`src/rtl/vrb_arb2_pkg.sv`:
```
// rtl/vrb_arb2_pkg.sv - shared widths, master IDs and round-robin pick for the two-master arbiter
package vrb_arb2_pkg;

  localparam int   VRB_AW = 32;
  localparam int   VRB_DW = 32;
  localparam logic ID_IFU = 1'b0;
  localparam logic ID_LSU = 1'b1;

  // On a tie the master that was not granted last wins.
  function automatic logic rr_pick(input logic v0, input logic v1, input logic last);
    if (v0 && v1) return ~last;
    else if (v1)  return ID_LSU;
    else          return ID_IFU;
  endfunction

endpackage

```
`src/rtl/vrb_id_fifo.sv`:
```
// rtl/vrb_id_fifo.sv - in-order FIFO of master IDs for outstanding commands
module vrb_id_fifo #(
  parameter int OUTS = 2,
  parameter int W    = 1
) (
  input  logic         clk,
  input  logic         rst_n,
  input  logic         push,
  input  logic [W-1:0] din,
  input  logic         pop,
  output logic [W-1:0] dout,
  output logic         empty,
  output logic         full
);

  localparam int PW = (OUTS > 1) ? $clog2(OUTS) : 1;
  localparam int CW = $clog2(OUTS + 1);

  logic [W-1:0]  mem [OUTS];
  logic [PW-1:0] wr_ptr, rd_ptr;
  logic [CW-1:0] count;

  function automatic logic [PW-1:0] ptr_inc(input logic [PW-1:0] p);
    return (p == PW'(OUTS - 1)) ? '0 : p + PW'(1);
  endfunction

  assign dout  = mem[rd_ptr];
  assign empty = (count == '0);
  assign full  = (count == CW'(OUTS));

  always_ff @(posedge clk) begin
    if (push) mem[wr_ptr] <= din;
  end

  always_ff @(posedge clk) begin
    if (!rst_n) begin
      wr_ptr <= '0;
      rd_ptr <= '0;
      count  <= '0;
    end else begin
      if (push) wr_ptr <= ptr_inc(wr_ptr);
      if (pop)  rd_ptr <= ptr_inc(rd_ptr);
      case ({push, pop})
        2'b10:   count <= count + CW'(1);
        2'b01:   count <= count - CW'(1);
        default: count <= count;
      endcase
    end
  end

endmodule

```
`src/rtl/vrb_arb2.sv`:
```
// rtl/vrb_arb2.sv - round-robin arbiter of IFU/LSU onto one slave with in-order response routing
module vrb_arb2
  import vrb_arb2_pkg::*;
#(
  parameter int AW   = VRB_AW,
  parameter int DW   = VRB_DW,
  parameter int OUTS = 2
) (
  input  logic              clk,
  input  logic              rst_n,
  input  logic              i_m0_cmd_valid,
  output logic              o_m0_cmd_ready,
  input  logic [AW-1:0]     i_m0_cmd_addr,
  input  logic              i_m0_cmd_read,
  input  logic [DW-1:0]     i_m0_cmd_wdata,
  input  logic [DW/8-1:0]   i_m0_cmd_wmask,
  output logic              o_m0_rsp_valid,
  input  logic              i_m0_rsp_ready,
  output logic              o_m0_rsp_err,
  output logic [DW-1:0]     o_m0_rsp_rdata,
  input  logic              i_m1_cmd_valid,
  output logic              o_m1_cmd_ready,
  input  logic [AW-1:0]     i_m1_cmd_addr,
  input  logic              i_m1_cmd_read,
  input  logic [DW-1:0]     i_m1_cmd_wdata,
  input  logic [DW/8-1:0]   i_m1_cmd_wmask,
  output logic              o_m1_rsp_valid,
  input  logic              i_m1_rsp_ready,
  output logic              o_m1_rsp_err,
  output logic [DW-1:0]     o_m1_rsp_rdata,
  output logic              o_s_cmd_valid,
  input  logic              i_s_cmd_ready,
  output logic [AW-1:0]     o_s_cmd_addr,
  output logic              o_s_cmd_read,
  output logic [DW-1:0]     o_s_cmd_wdata,
  output logic [DW/8-1:0]   o_s_cmd_wmask,
  input  logic              i_s_rsp_valid,
  output logic              o_s_rsp_ready,
  input  logic              i_s_rsp_err,
  input  logic [DW-1:0]     i_s_rsp_rdata,
  output logic              o_stray_rsp
);

  logic lock_q, lock_id_q, last_q;
  logic gnt_vld, gnt_id, gnt_req;
  logic cmd_hs, rsp_hit, rsp_pop;
  logic head_id, fifo_empty, fifo_full;

  // While a command is stalled the grant is frozen so its fields stay stable.
  always_comb begin
    gnt_vld = lock_q | i_m0_cmd_valid | i_m1_cmd_valid;
    gnt_id  = lock_q ? lock_id_q : rr_pick(i_m0_cmd_valid, i_m1_cmd_valid, last_q);
    gnt_req = (gnt_id == ID_LSU) ? i_m1_cmd_valid : i_m0_cmd_valid;
  end

  always_comb begin
    o_s_cmd_addr  = '0;
    o_s_cmd_read  = 1'b0;
    o_s_cmd_wdata = '0;
    o_s_cmd_wmask = '0;
    if (gnt_vld) begin
      if (gnt_id == ID_LSU) begin
        o_s_cmd_addr  = i_m1_cmd_addr;
        o_s_cmd_read  = i_m1_cmd_read;
        o_s_cmd_wdata = i_m1_cmd_wdata;
        o_s_cmd_wmask = i_m1_cmd_wmask;
      end else begin
        o_s_cmd_addr  = i_m0_cmd_addr;
        o_s_cmd_read  = i_m0_cmd_read;
        o_s_cmd_wdata = i_m0_cmd_wdata;
        o_s_cmd_wmask = i_m0_cmd_wmask;
      end
    end
  end

  assign o_s_cmd_valid  = rst_n & gnt_vld & gnt_req & ~fifo_full;
  assign o_m0_cmd_ready = rst_n & gnt_vld & (gnt_id == ID_IFU) & i_s_cmd_ready & ~fifo_full;
  assign o_m1_cmd_ready = rst_n & gnt_vld & (gnt_id == ID_LSU) & i_s_cmd_ready & ~fifo_full;
  assign cmd_hs         = o_s_cmd_valid & i_s_cmd_ready;

  always_ff @(posedge clk) begin
    if (!rst_n) begin
      lock_q    <= 1'b0;
      lock_id_q <= ID_IFU;
      last_q    <= ID_IFU;
    end else begin
      lock_q <= o_s_cmd_valid & ~i_s_cmd_ready;
      if (o_s_cmd_valid && !i_s_cmd_ready) lock_id_q <= gnt_id;
      if (cmd_hs) last_q <= gnt_id;
    end
  end

  // The head ID is registered, so a response can never bypass its own command.
  assign rsp_hit       = i_s_rsp_valid & ~fifo_empty;
  assign o_s_rsp_ready = fifo_empty ? 1'b1 : ((head_id == ID_LSU) ? i_m1_rsp_ready : i_m0_rsp_ready);
  assign rsp_pop       = rsp_hit & o_s_rsp_ready;
  assign o_stray_rsp   = rst_n & i_s_rsp_valid & fifo_empty;

  assign o_m0_rsp_valid = rst_n & rsp_hit & (head_id == ID_IFU);
  assign o_m1_rsp_valid = rst_n & rsp_hit & (head_id == ID_LSU);
  assign o_m0_rsp_err   = ~fifo_empty & (head_id == ID_IFU) & i_s_rsp_err;
  assign o_m1_rsp_err   = ~fifo_empty & (head_id == ID_LSU) & i_s_rsp_err;
  assign o_m0_rsp_rdata = (~fifo_empty && head_id == ID_IFU) ? i_s_rsp_rdata : '0;
  assign o_m1_rsp_rdata = (~fifo_empty && head_id == ID_LSU) ? i_s_rsp_rdata : '0;

  vrb_id_fifo #(
    .OUTS (OUTS),
    .W    (1)
  ) u_id_fifo (
    .clk   (clk),
    .rst_n (rst_n),
    .push  (cmd_hs),
    .din   (gnt_id),
    .pop   (rsp_pop),
    .dout  (head_id),
    .empty (fifo_empty),
    .full  (fifo_full)
  );

endmodule

```
`config.mk`:
```
export PLATFORM = sky130hd
export DESIGN_NAME = vrb_arb2
export DESIGN_NICKNAME = d
export VERILOG_FILES = /design/src/rtl/vrb_arb2_pkg.sv /design/src/rtl/vrb_id_fifo.sv /design/src/rtl/vrb_arb2.sv
export SDC_FILE = /design/constraint.sdc
export NUM_CORES = 1
export LEC_CHECK = 0
export BUFFER_PORTS_ARGS = -buffer_cell sky130_fd_sc_hd__buf_2
export CORE_AREA = 2 2 126 128
export DETAILED_ROUTE_END_ITERATION = 12
export DIE_AREA = 0 0 128 130
export GPL_TIMING_DRIVEN = 1
export MAX_ROUTING_LAYER = met4
export PLACE_DENSITY_LB_ADDON = 0.1
export RECOVER_POWER = 25
export REMOVE_ABC_BUFFERS = 1
export SKIP_LAST_GASP = 1
export SLEW_MARGIN = 20
export SYNTH_ARGS = -nofsm -noshare
export SYNTH_HDL_FRONTEND = slang
export SYNTH_SLANG_ARGS = --single-unit
export TNS_END_PERCENT = 10
```
`constraint.sdc`:
```
create_clock -name clk -period 2.25 [get_ports clk]
set_input_delay 0.225 -clock clk [delete_from_list [all_inputs] [get_ports clk]]
set_output_delay 0.225 -clock clk [all_outputs]
set_load 0.01 [all_outputs]
```
==> flow_summary.ini <==
[drt]
drt-total-wl_um = 11100
drc_errors = 0
drt_pre_antenna_iters = 4
postRouteAntennaNets = 0
vias_per_cell = 3.87
drtIter0Drc = 31
wire_per_inst_um = 13.9
vias = 3077

[synth]
synth_area_um2 = 2010
yosysWarnings = 0
yosys.area.top_type = mux2i_1
synth_area_leaders = mux2i_1 (37%), and2_1 (21%), nor2_1 (15%)
ys_ff_latch = 10
synth.top_cell.area_share_pct = 37.4
synth_top_flop_cell = dfxtp_1
yosysUniqueCellTypes = 25
synth_cells = 283
synth-edff-count = 2
ys_seq_area_share_pct = 11.0
synth.most_common_cell = nor2_1
async_reset_ff_share_pct = 0
synth_common_cells = nor2_1 (78), mux2i_1 (75), and2_1 (66), clkbuf_1 (11), dfxtp_1 (8)
avgSynthCellArea_um2 = 7.10

[clock_network]
clock_latency_ns = 0.24
clock-sinks = 10
path_clk_slew_ns = 0.04
root_buffer = clkbuf_16
htreeDepth = 1
cts_buffer_depth = 2
ctsHoldBuffers = 0
tritoncts = yes
cts_buffers = 3

[floorplan]
ios = 321
die_width_um = 128
core_region_area_um2 = 15400
design.die.area_um2 = 16600
die_h_um = 130
initial_core_util_pct = 13.0
placement_rows = 46

[sta]
tightest_slew_ns = 0.626
holdWs_ns = 0.352
fmax_mhz = 482
fin_crit_sh_pct = 92.2
setup_viol = 0
slew_viol_final = 0
relSlewSlack_pct = 58.2
fin_crit_ns = 2.08
fin_skew_ns = 0.00601
hold_viol = 0
rsz0062_at_grt = no

[finish]
nets = 783
area_growth_pct = 97.7
multiInputGateArea_um2 = 1680
drive_gt1_share_pct = 54.0
regArea_um2 = 220
fin_util_pct = 25.8
fillers = 1783

[critical_path]
r2r.worst_path.cells = 6
critPathMaxFanout = 4
required_ns = 2.41
critical_path_arrival_ns = 2.24
setup.worst_path.class = reg -> reg
endpoint_kind = flop
cp-start-kind = flop

[power_and_ir_drop]
net-switching-power_mw = 0.604
clkPwrFrac_pct = 20.7
powerDensity_nw_per_um2 = 381
pwr-share-seq_pct = 14.2
p_sw_share_pct = 39.9
p_int_mw = 0.910
combPwrFrac_pct = 65.0
leakagePower_nw = 2.46
worst_ir_drop_vdd_mv = 0.207

[global_route]
grt_pass1_vias = 2908
grt_pass1_wl_um = 15100
grt_max_degree = 70
grt-ovfl-total = 0
antenna_found_initial = 1
gr-usage-all-layers_pct = 12.1

[hold_path]
worstHoldPathType = in -> reg
min_path_cells = 3

[place]
numPortBuffers = 320
gp_congestion = 0.789
hpwl_um = 9750

[outcome]
outcome = finished, final reports clean

[job]
maxCapViolations = 0
## flip-flops by register name, summed over array words and instances (netlist names), named ones only
signal            count
u_id_fifo.count       2
u_id_fifo.mem         2
last_q                1
lock_id_q             1
lock_q                1
u_id_fifo.rd_ptr      1
u_id_fifo.wr_ptr      1
## logic make-up (layout without fill, tap and decap cells)
group	after synthesis	in the layout	share of synthesized area, %
AND/OR/NAND/NOR	161	161	39.6
multiplexers	76	76	38.0
buffers and inverters	25	344	6.23
flip-flops	10	10	11.0
AO/OA/AOI/OAI	7	7	3.24
XOR/XNOR	3	3	1.31
adder cells (fa/ha/maj)	1	1	0.623
other	0	1	0
## metrics by stage
step           area (µm²)  worst slack [ns]  total power [mW]  setup TNS (ns)  instances
3_5_place_dp         3910             0.107              1.23               0        788
5_1_grt              3970            0.0218              1.63               0        795
2_1_floorplan        1900             -4.30             0.770         -317.92        261
6_report             3970             0.175              1.51               0        795
4_1_cts              3990           -0.0519              1.55          -0.876        792
3_3_place_gp         3910             0.202              1.23               0        788
## path summary, 6_finish.rpt
kind,end,from,slack [ns]
max,u_id_fifo.count[1],lock_id_q,0.17
min,u_id_fifo.rd_ptr,rst_n,0.35
max reg2reg,u_id_fifo.count[1],lock_id_q,0.17
min reg2reg,last_q,last_q,0.47
## repair_timing
| item | 4_1_cts | 5_1_grt |
|---|---|---|
| setup buffers | 0 | 2 |
| setup endpoints to repair | 58 | 67 |
| endpoints found under the hold margin | 0 | 0 |
| gates resized for setup | 1 | 0 |
| pin swaps | 0 | 0 |
## cells in the final DEF (no fill, tap or decap), drive strengths merged, types with 3 or more instances in the layout
cell    synthesis  final
inv             3      3
nor2           78     78
buf            11    316
nor3            5      5
and2           66     66
mux2i          76     76
dfxtp           8      8
nand2           6      6
clkbuf         11     24
## layer usage
metal  GRT usage, %  vias to the layer above  part of all wire, %
met5              -                        -                    0
met4           1.23                        0                 0.54
met3           2.75                        6                  9.4
met2           26.0                      195                   56
met1           10.9                     1308                   34
li1               -                     1568                    -
## critical path: stages (launching register included)
cell,delay [ns]
dfxtp_1,0.40
mux2i_1,0.15
a2111oi_4,0.43
nand2_2,0.15
ha_1,0.36
or3_1,0.38
a21oi_1,0.13
## power groups by stage
stage	Sequential [mW]	Clock [mW]	Combinational (mW)
3_3_place_gp	0.218	0	1.01
2_1_floorplan	0.215	0	0.555
4_1_cts	0.216	0.320	1.01
3_5_place_dp	0.219	0	1.01
5_1_grt	0.218	0.330	1.08
6_report	0.215	0.314	0.985
## final cells by class
| class | instances | area share (%) |
|---|---|---|
| repair buffers | 337 | 43.8 |
| multi-input cells | 248 | 42.3 |
| well taps | 192 | 6.05 |
| flip-flops and latches | 10 | 5.54 |
| clock buffers | 3 | 1.89 |
| inverters | 3 | 0.283 |
| clock inverters | 1 | 0.0945 |
| diodes | 1 | 0.0630 |
Power figures use the tool's default switching activity.
